[config.mk]
export PLATFORM = sky130hd
export DESIGN_NAME = seg_scan_scheduler
export DESIGN_NICKNAME = d
export VERILOG_FILES = /design/src/rtl/seg_scan_scheduler.sv
export SDC_FILE = /design/constraint.sdc
export NUM_CORES = 1
export LEC_CHECK = 0
export CELL_PAD_IN_SITES_DETAIL_PLACEMENT = 0
export CELL_PAD_IN_SITES_GLOBAL_PLACEMENT = 1
export CORE_AREA = 2 2 95 97
export DETAILED_ROUTE_END_ITERATION = 10
export DIE_AREA = 0 0 97 99
export PLACE_DENSITY = 0.73
export RECOVER_POWER = 25
export SYNTH_ARGS = -nofsm -noshare
export SYNTH_HDL_FRONTEND = slang
export SYNTH_SLANG_ARGS = --single-unit
[constraint.sdc]
create_clock -name clk -period 3.3 [get_ports clk]
set_input_delay 0.66 -clock clk [delete_from_list [all_inputs] [get_ports clk]]
set_output_delay 0.66 -clock clk [all_outputs]
set_load 0.05 [all_outputs]
[src/rtl/seg_scan_scheduler.sv]
`default_nettype none
// ============================================================================
//  Module      : seg_scan_scheduler
//  Description : Time-multiplexed scan scheduler for a 4-digit common-anode
//                7-segment display. Double-buffers 16-bit hex words taken
//                over valid/ready, drives one digit per slot with an optional
//                all-off blanking gap, and swaps words only at frame ends.
//  Revision    : 1.0 - initial release
// ============================================================================
module seg_scan_scheduler #(
    parameter int TICK_DIV     = 100000,
    parameter int BLANK_CYCLES = 1000
) (
    input  logic        clk,
    input  logic        rst,
    input  logic [15:0] din,
    input  logic [3:0]  dp_in,
    input  logic        din_valid,
    output logic        din_ready,
    input  logic        lz_en,
    output logic [6:0]  seg,
    output logic        dp_n,
    output logic [3:0]  an,
    output logic        frame_done
);

    // Counter only ever counts up to (slot length - 1), then reloads.
    localparam int c_CNT_MAX = (TICK_DIV > BLANK_CYCLES) ? TICK_DIV : BLANK_CYCLES;
    localparam int c_CNT_W   = (c_CNT_MAX > 1) ? $clog2(c_CNT_MAX) : 1;
    localparam logic [c_CNT_W-1:0] c_TICK_LAST  = c_CNT_W'(TICK_DIV - 1);
    localparam logic [c_CNT_W-1:0] c_BLANK_LAST =
        c_CNT_W'((BLANK_CYCLES > 0) ? (BLANK_CYCLES - 1) : 0);
    localparam logic c_HAS_BLANK = (BLANK_CYCLES > 0);

    typedef enum logic [0:0] {
        S_DRIVE = 1'b0,
        S_BLANK = 1'b1
    } state_t;

    state_t               r_state, w_state_nxt;
    logic [1:0]           r_dig, w_dig_nxt;
    logic [c_CNT_W-1:0]   r_cnt, w_cnt_nxt;
    logic                 w_frame_end;

    logic [15:0]          r_pend;
    logic [3:0]           r_pend_dp;
    logic                 r_pend_valid;
    logic [15:0]          r_disp;
    logic [3:0]           r_dp;

    logic                 w_xfer;
    logic                 w_load;
    logic [15:0]          w_disp_nxt;
    logic [3:0]           w_dp_nxt;
    logic [3:0]           w_supp;
    logic [3:0]           w_nib;

    logic [3:0]           w_an_nxt;
    logic [6:0]           w_seg_nxt;
    logic                 w_dpn_nxt;

    logic [3:0]           r_an;
    logic [6:0]           r_seg;
    logic                 r_dpn;
    logic                 r_frame_done;

    // Hex to active-low segment pattern, bit 6 = g .. bit 0 = a.
    function automatic logic [6:0] hex_to_seg(input logic [3:0] h);
        logic [6:0] s;
        case (h)
            4'h0: s = 7'h40;
            4'h1: s = 7'h79;
            4'h2: s = 7'h24;
            4'h3: s = 7'h30;
            4'h4: s = 7'h19;
            4'h5: s = 7'h12;
            4'h6: s = 7'h02;
            4'h7: s = 7'h78;
            4'h8: s = 7'h00;
            4'h9: s = 7'h10;
            4'hA: s = 7'h08;
            4'hB: s = 7'h03;
            4'hC: s = 7'h46;
            4'hD: s = 7'h21;
            4'hE: s = 7'h06;
            default: s = 7'h0E;
        endcase
        return s;
    endfunction

    // Pending slot is the only back-pressure; refuse words while in reset.
    assign din_ready = ~r_pend_valid & ~rst;
    assign w_xfer    = din_valid & din_ready;

    // Scan FSM state register: digit index, slot phase and tick counter.
    always_ff @(posedge clk) begin
        if (rst) begin
            r_state <= S_DRIVE;
            r_dig   <= 2'd0;
            r_cnt   <= '0;
        end else begin
            r_state <= w_state_nxt;
            r_dig   <= w_dig_nxt;
            r_cnt   <= w_cnt_nxt;
        end
    end

    // Next-state logic: DRIVE -> BLANK -> next digit's DRIVE; frame ends after digit 3.
    always_comb begin
        w_state_nxt = r_state;
        w_dig_nxt   = r_dig;
        w_cnt_nxt   = r_cnt + c_CNT_W'(1);
        w_frame_end = 1'b0;
        case (r_state)
            S_DRIVE: begin
                if (r_cnt == c_TICK_LAST) begin
                    w_cnt_nxt = '0;
                    if (c_HAS_BLANK) begin
                        w_state_nxt = S_BLANK;
                    end else begin
                        w_dig_nxt   = r_dig + 2'd1;
                        w_frame_end = (r_dig == 2'd3);
                    end
                end
            end
            S_BLANK: begin
                if (r_cnt == c_BLANK_LAST) begin
                    w_cnt_nxt   = '0;
                    w_state_nxt = S_DRIVE;
                    w_dig_nxt   = r_dig + 2'd1;
                    w_frame_end = (r_dig == 2'd3);
                end
            end
            default: begin
                w_state_nxt = S_DRIVE;
                w_cnt_nxt   = '0;
            end
        endcase
    end

    // The word shown from the next edge on: the pending word replaces it at a frame end.
    assign w_load     = w_frame_end & r_pend_valid;
    assign w_disp_nxt = w_load ? r_pend    : r_disp;
    assign w_dp_nxt   = w_load ? r_pend_dp : r_dp;

    // Leading zeros propagate down from digit 3; digit 0 is never suppressed.
    assign w_supp[3] = lz_en     & (w_disp_nxt[15:12] == 4'h0);
    assign w_supp[2] = w_supp[3] & (w_disp_nxt[11:8]  == 4'h0);
    assign w_supp[1] = w_supp[2] & (w_disp_nxt[7:4]   == 4'h0);
    assign w_supp[0] = 1'b0;

    assign w_nib = w_disp_nxt[{w_dig_nxt, 2'b00} +: 4];

    // Output pattern for the upcoming state, so pins change on the same edge as the FSM.
    always_comb begin
        w_an_nxt  = 4'hF;
        w_seg_nxt = 7'h7F;
        w_dpn_nxt = 1'b1;
        if ((w_state_nxt == S_DRIVE) && !w_supp[w_dig_nxt]) begin
            w_an_nxt  = ~(4'b0001 << w_dig_nxt);
            w_seg_nxt = hex_to_seg(w_nib);
            w_dpn_nxt = ~w_dp_nxt[w_dig_nxt];
        end
    end

    // Double buffer: capture into pending, promote to display at a frame end.
    always_ff @(posedge clk) begin
        if (rst) begin
            r_pend       <= 16'h0000;
            r_pend_dp    <= 4'h0;
            r_pend_valid <= 1'b0;
            r_disp       <= 16'h0000;
            r_dp         <= 4'h0;
        end else begin
            if (w_load) begin
                r_disp       <= r_pend;
                r_dp         <= r_pend_dp;
                r_pend_valid <= 1'b0;
            end
            if (w_xfer) begin
                r_pend       <= din;
                r_pend_dp    <= dp_in;
                r_pend_valid <= 1'b1;
            end
        end
    end

    // Registered display pins and the end-of-frame pulse.
    always_ff @(posedge clk) begin
        if (rst) begin
            r_an         <= 4'hF;
            r_seg        <= 7'h7F;
            r_dpn        <= 1'b1;
            r_frame_done <= 1'b0;
        end else begin
            r_an         <= w_an_nxt;
            r_seg        <= w_seg_nxt;
            r_dpn        <= w_dpn_nxt;
            r_frame_done <= w_frame_end;
        end
    end

    assign an         = r_an;
    assign seg        = r_seg;
    assign dp_n       = r_dpn;
    assign frame_done = r_frame_done;

endmodule
`default_nettype wire

== Yosys cells after proc, flatten, opt, wreduce, memory -nomap -nowiden ==
Memories as Yosys holds them, arrays and structs flattened. A register that Yosys moved wholly into a read port is not among the register bits.
Index checks and enable logic that the tools add are counted.

* Bits in registers: 67
* Bits in read-only memories: 112
* Output and inout bits: 14
* Memories: 1

{| class="wikitable"
|+ Memories
! memory !! words !! bits a word !! read ports !! clocked after memory_dff !! write ports !! line !! text
|-
| (no name shown) || 16 || 7 || 1 || 1 || 0 || 70 || <nowiki>case (h)</nowiki>
|}

* Add/subtract/negate cells: 2
* Magnitude comparators: 1
* Eq/ne operators: 3
* Shifts and indexed selects: 2
* Mux-type cells: 18
* Bitwise operators: 13
* Reductions and logical operators: 7

{| class="wikitable"
|+ Operators by type and width
! cell !! count
|-
| $mux 17 || 2
|-
| $pmux 17 s2 || 1
|-
| $add 17x1->17 const B || 1
|-
| $eq 17x10->1 const B || 1
|-
| $eq 17x17->1 const B || 1
|-
| $mux 16 || 1
|-
| $shiftx 16x5->4 || 1
|-
| $logic_not 4->1 || 3
|-
| $mux 1 || 7
|-
| $and 1x1->1 || 6
|-
| $not 1->1 || 6
|-
| $bmux 1 s2 || 2
|-
| $mux 4 || 1
|-
| $not 4->4 || 1
|-
| $pmux 1 s2 || 2
|-
| $pmux 2 s2 || 1
|-
| $shl 1x2->4 const A || 1
|-
| $lt 2x3->1 const B || 1
|-
| $add 2x1->2 const B || 1
|-
| $eq 2x2->1 const B || 1
|-
| $mux 2 || 1
|-
| $reduce_bool 2->1 || 1
|-
| $reduce_or 2->1 || 1
|-
| $logic_and 1x1->1 || 1
|-
| $logic_not 1->1 || 1
|}

== Longest topological paths before layout ==
* Depth after elaboration: 15
* Gate-level depth with buffers: 14

== Least setup slack after synthesis ==
No wires, ideal clock.

* Path type: register to register
* Start point: register r_cnt[0]
* End point: register r_seg[3], in the netlist seg[3]
* Library setup time: 58 ps
* Data arrival time: 2837 ps
* Data required time: 3242 ps
* Slack: 405 ps
* Cell stages (with the launch flop): 15
* Buffers on the path: 2
* Period minus slack after synthesis: 2895 ps
* Path through: dfxtp_1 -> ha_1 -> and4bb_1 -> and3_1 -> buf_6 -> and3_4 -> buf_6 -> mux2i_1 -> a21oi_1 -> a21oi_1 -> ha_1 -> inv_1 -> mux2i_1 -> mux2_2 -> nand2_1

* Word-level cells in the longest chain between the ends: 15
* Elaborated cells between the ends (all ways): 25
* Classes of those cells: eq/ne: 2; shift: 1; mux: 10; bitwise: 6; reduce/logical: 6

{| class="wikitable"
|+ Ends and longest elaborated chain
! item !! line !! text
|-
| from (decl) || 42 || <nowiki>logic [c_CNT_W-1:0] r_cnt, w_cnt_nxt;</nowiki>
|-
| from (signal assigned) || 104 || <nowiki>r_cnt <= w_cnt_nxt;</nowiki>
|-
| $eq 17x10->1 || 127 || <nowiki>if (r_cnt == c_BLANK_LAST) begin</nowiki>
|-
| $mux 1 || 127 ||
|-
| $pmux 1 s2 || 114 || <nowiki>case (r_state)</nowiki>
|-
| $and 1x1->1 || 142 || <nowiki>assign w_load = w_frame_end & r_pend_valid;</nowiki>
|-
| $mux 16 || n/a ||
|-
| $logic_not 4->1 || 147 || <nowiki>assign w_supp[3] = lz_en & (w_disp_nxt[15:12] == 4'h0);</nowiki>
|-
| $and 1x1->1 || 147 ||
|-
| $and 1x1->1 || 148 || <nowiki>assign w_supp[2] = w_supp[3] & (w_disp_nxt[11:8] == 4'h0);</nowiki>
|-
| $and 1x1->1 || 149 || <nowiki>assign w_supp[1] = w_supp[2] & (w_disp_nxt[7:4] == 4'h0);</nowiki>
|-
| $bmux 1 s2 || 159 || <nowiki>if ((w_state_nxt == S_DRIVE) && !w_supp[w_dig_nxt]) begin</nowiki>
|-
| $mux 1 (implied by the code) || 159 ||
|-
| $logic_not 1->1 || 159 ||
|-
| $logic_and 1x1->1 || 159 ||
|-
| $not 1->1 (no line) || n/a ||
|-
| $reduce_or 2->1 (no line) || n/a ||
|-
| to (decl) || 63 || <nowiki>logic [6:0] r_seg;</nowiki>
|}

Several ways; a longest one is shown, not always the timed one. The select of a mux whose other input is x is not followed.
A chain may end at the register's enable or synchronous reset.

== Worst setup path after layout ==
Ends and elaborated chain as after synthesis.

==> metrics.md <==
| Metric | Value |
|---|---|
| Die span in x | 97 microns |
| Flop and latch count out of synthesis | 74 |
| Post-synth top area share | 42.5% |
| Status | finished clean |
| Worst path slowest cell | dfxtp_1 |
| Worst-path clk slew | 0.08 ns |
| Critical Path Source Type | flop |
| YS warnings | 0 |
| Post-Syn Area | 3480 sq um |
| Pin count of the biggest net entering global routing | 42 |
| Multi-input logic area | 1830 sq um |
| Post-route ant nets | 0 |
| # DRC | 0 |
| Number of global-route vias before repair | 2683 |
| Most used cell, CP | ha_1 |
| Number of fill cells | 821 |
| Num ports | 38 |
| Port Buffers | 37 |
| WP data arrival | 3.27 ns |
| Max-Slew Margin vs Limit | 53.0% |
| Commonest non-fill, non-tap cells in the layout | 85 x nand2_1, 74 x dfxtp_1, 34 x nor2_1, 30 x clkdlybuf4s50_1, 25 x o21ai_0 |
| Clk sinks | 74 |
| Vias per cell | 5.20 |
| Share of cells above drive strength 1 | 10.9% |
| Worst-skew pair later-pin latency | 0.35 ns |
| Cells after Synth | 410 |
| Initial DRC Count | 186 |
| Top post-synthesis cells by area | dfxtp_1 43%, nand2_1 9.2%, mux2i_1 4.6%, nor2_1 3.7%, o21ai_0 3.6% |
| First-pass GRT wire length | 13000 microns |
| Final TNS setup | 0 ns |
| Layout area overhead | 19.7% |
| Avg Inst Size Synth | 8.49 sq um |
| Period minus WS final | 2.98 ns |
| Setup bufs post-CTS | 0 |
| Fin. max-slew vios | 0 |
| Post-Syn Nets | 442 |
| Initial DRT Pass Iterations | 4 |
| Max Buffers Root-to-Sink | 2 |
| Cells along the critical path | ha_1 -> and4bb_1 -> and3_1 -> clkbuf_1 -> nand4_1 -> and2_1 -> o211ai_1 -> a21oi_1 -> buf_4 -> ha_1 -> inv_1 -> mux2i_1 -> mux2_2 -> nand2_1 |
| PD cells | 431 nW/um^2 |
| Hold Crit Class | reg -> reg |
| Setup ws final | 0.319 ns |
| Vias post-DR | 2903 |
| Commonest non-fill, non-tap cell in the layout | nand2_1 |
| Overflow after GRT | 0 |
| RSZ-0062 raised after global routing | no |
| Worst setup EP type | flop |
| Post-DR wirelength/cell | 14.1 microns |
| Distinct cells, synth | 48 |
| Clock H-tree levels | 3 |
| CTS tree | done |
| Endpoints failing setup | 0 |
| CP max stage delay | 0.37 ns |
| Starting Density | 40.7% |
| N_diodes | 0 |
| Max VDD drop | 0.203 mV |
| Critical path peak fanout | 7 |
| Flip-flop and latch area | 1480 sq um |
| Crit path kind | reg -> reg |
| Final wirelength | 7860 microns |
| Nets | 477 |
| Leak Pwr | 1.62 nW |
| Antenna violations before repair | 0 |
| Measured slew at the worst slew-check pin | 0.704 ns |
| Die Height | 99 microns |
| Root Buffer | clkbuf_8 |
| Post-synth EDFFs | 0 |
| Max_cap viols | 0 |
| Clock skew | 0.0101 ns |
| GPL Wtd Cong | 0.872 |
| Area leader, netlist | dfxtp_1 |
| Achievable frequency | 335 MHz |
| Die Area | 9600 sq um |
| Post-synth ARST share | 0% |
| Most common flop cell mapped by yosys | dfxtp_1 |
| Crit share post-route | 90.3% |
| Standard-cell rows | 34 |
| Place WS | 0.0583 ns |
| Final Hold Fails | 0 |
| Num CTS Buffers | 9 |
| CP Data Required Time | 3.59 ns |
| Sequential area share after synthesis | 42.5% |
| Post-DP HPWL | 5730 microns |
| CORE AREA | 8550 sq um |
| Total GRT Usage | 16.6% |
==> worst paths after layout <==
check	from	to	slack [ns]	depth (start not counted)
worst max-delay path	r_cnt[0]	seg[3]	0.32	14
worst min-delay path	r_dp[2]	r_dp[2]	0.46	2
worst max register to register	r_cnt[0]	seg[3]	0.32	14
worst min register to register	r_dp[2]	r_dp[2]	0.46	2
==> cell usage after synthesis, types with 2 or more instances <==
cell type / n
a211o_1: 2
a21oi_1: 18
a22oi_1: 3
and2_1: 9
and3_1: 9
buf_2: 5
buf_6: 5
clkbuf_1: 16
dfxtp_1: 74
ha_1: 8
inv_1: 11
mux2_2: 5
mux2_4: 2
mux2i_1: 16
nand2_1: 85
nand2b_1: 4
nand3_1: 15
nand4_1: 5
nand4b_1: 3
nor2_1: 34
nor3_1: 3
nor4_1: 4
o211ai_1: 3
o21ai_0: 25
o21ai_1: 4
o21ai_2: 2
o221ai_1: 3
o22ai_1: 3
or3_1: 3
xnor2_1: 3
xor2_1: 11
==> critical path: cells and delay by family (launching register included) <==
| family | cells | cell delay, ns |
|---|---|---|
| AO/OA/AOI/OAI | 2 | 0.26 |
| adder cells (fa/ha/maj) | 2 | 0.51 |
| buffers and inverters | 3 | 0.45 |
| flip-flops | 1 | 0.37 |
| multiplexers | 2 | 0.33 |
| AND/OR/NAND/NOR | 5 | 1.01 |
==> report_power, final <==
group	leakage, nW	internal [W]	total [W]	switching [W]
sequential	0.603	0.000921	0.000945	0.0000242
clock	0.105	0.000387	0.000731	0.000344
combinational	0.915	0.0000552	0.000120	0.0000646
total	1.62	0.00136	0.00180	0.000433
==> registers in the layout (all words and copies together), names as in the netlist <==
| name | cells |
|---|---|
| r_cnt | 17 |
| dp_n | 1 |
| r_pend | 16 |
| r_dig | 2 |
| r_disp | 16 |
| r_pend_valid | 1 |
| seg | 7 |
| r_pend_dp | 4 |
| r_dp | 4 |
| an | 4 |
| r_state | 1 |
| frame_done | 1 |
==> final cells by class <==
| class | count | area share, % |
|---|---|---|
| Clock buffer | 11 | 3.63 |
| Clock inverter | 5 | 1.26 |
| Inverter | 11 | 0.991 |
| Multi-Input combinational cell | 299 | 43.9 |
| Sequential cell | 74 | 35.6 |
| Tap cell | 108 | 3.24 |
| Timing Repair Buffer | 50 | 11.4 |
==> cells by family (layout without fill, tap and decap cells) <==
group,after synthesis,count (layout),synth area share (%)
multiplexers,24,24,7.73
adder cells (fa/ha/maj),8,8,2.87
buffers and inverters,37,77,5.25
AND/OR/NAND/NOR,180,180,24.3
XOR/XNOR,14,14,3.52
flip-flops,74,74,42.5
AO/OA/AOI/OAI,73,73,13.8
==> metrics by stage <==
step	std cells	hold slack [ns]	util (%)	total power, W	area [sq um]
2_1_floorplan	410	0.428	-	0.00103	3480
4_1_cts	558	0.459	48.6	0.00181	4160
5_1_grt	558	0.467	48.7	0.00186	4170
3_5_place_dp	542	0.446	46.2	0.00109	3950
3_3_place_gp	542	0.439	46.2	0.00109	3950
6_report	558	0.458	48.7	0.00180	4170
==> repair_timing <==
item,4_1_cts,5_1_grt
hold buffers,0,0
gates resized for setup,0,3
endpoints found under the setup margin,0,5
==> per-layer routing <==
layer  global-route usage [%]  wire [microns]
met1                     23.3            3960
met5                        0               0
met4                     5.31              53
met2                     25.3            3460
met3                     3.83             385
(Power assumes the default switching activity.)
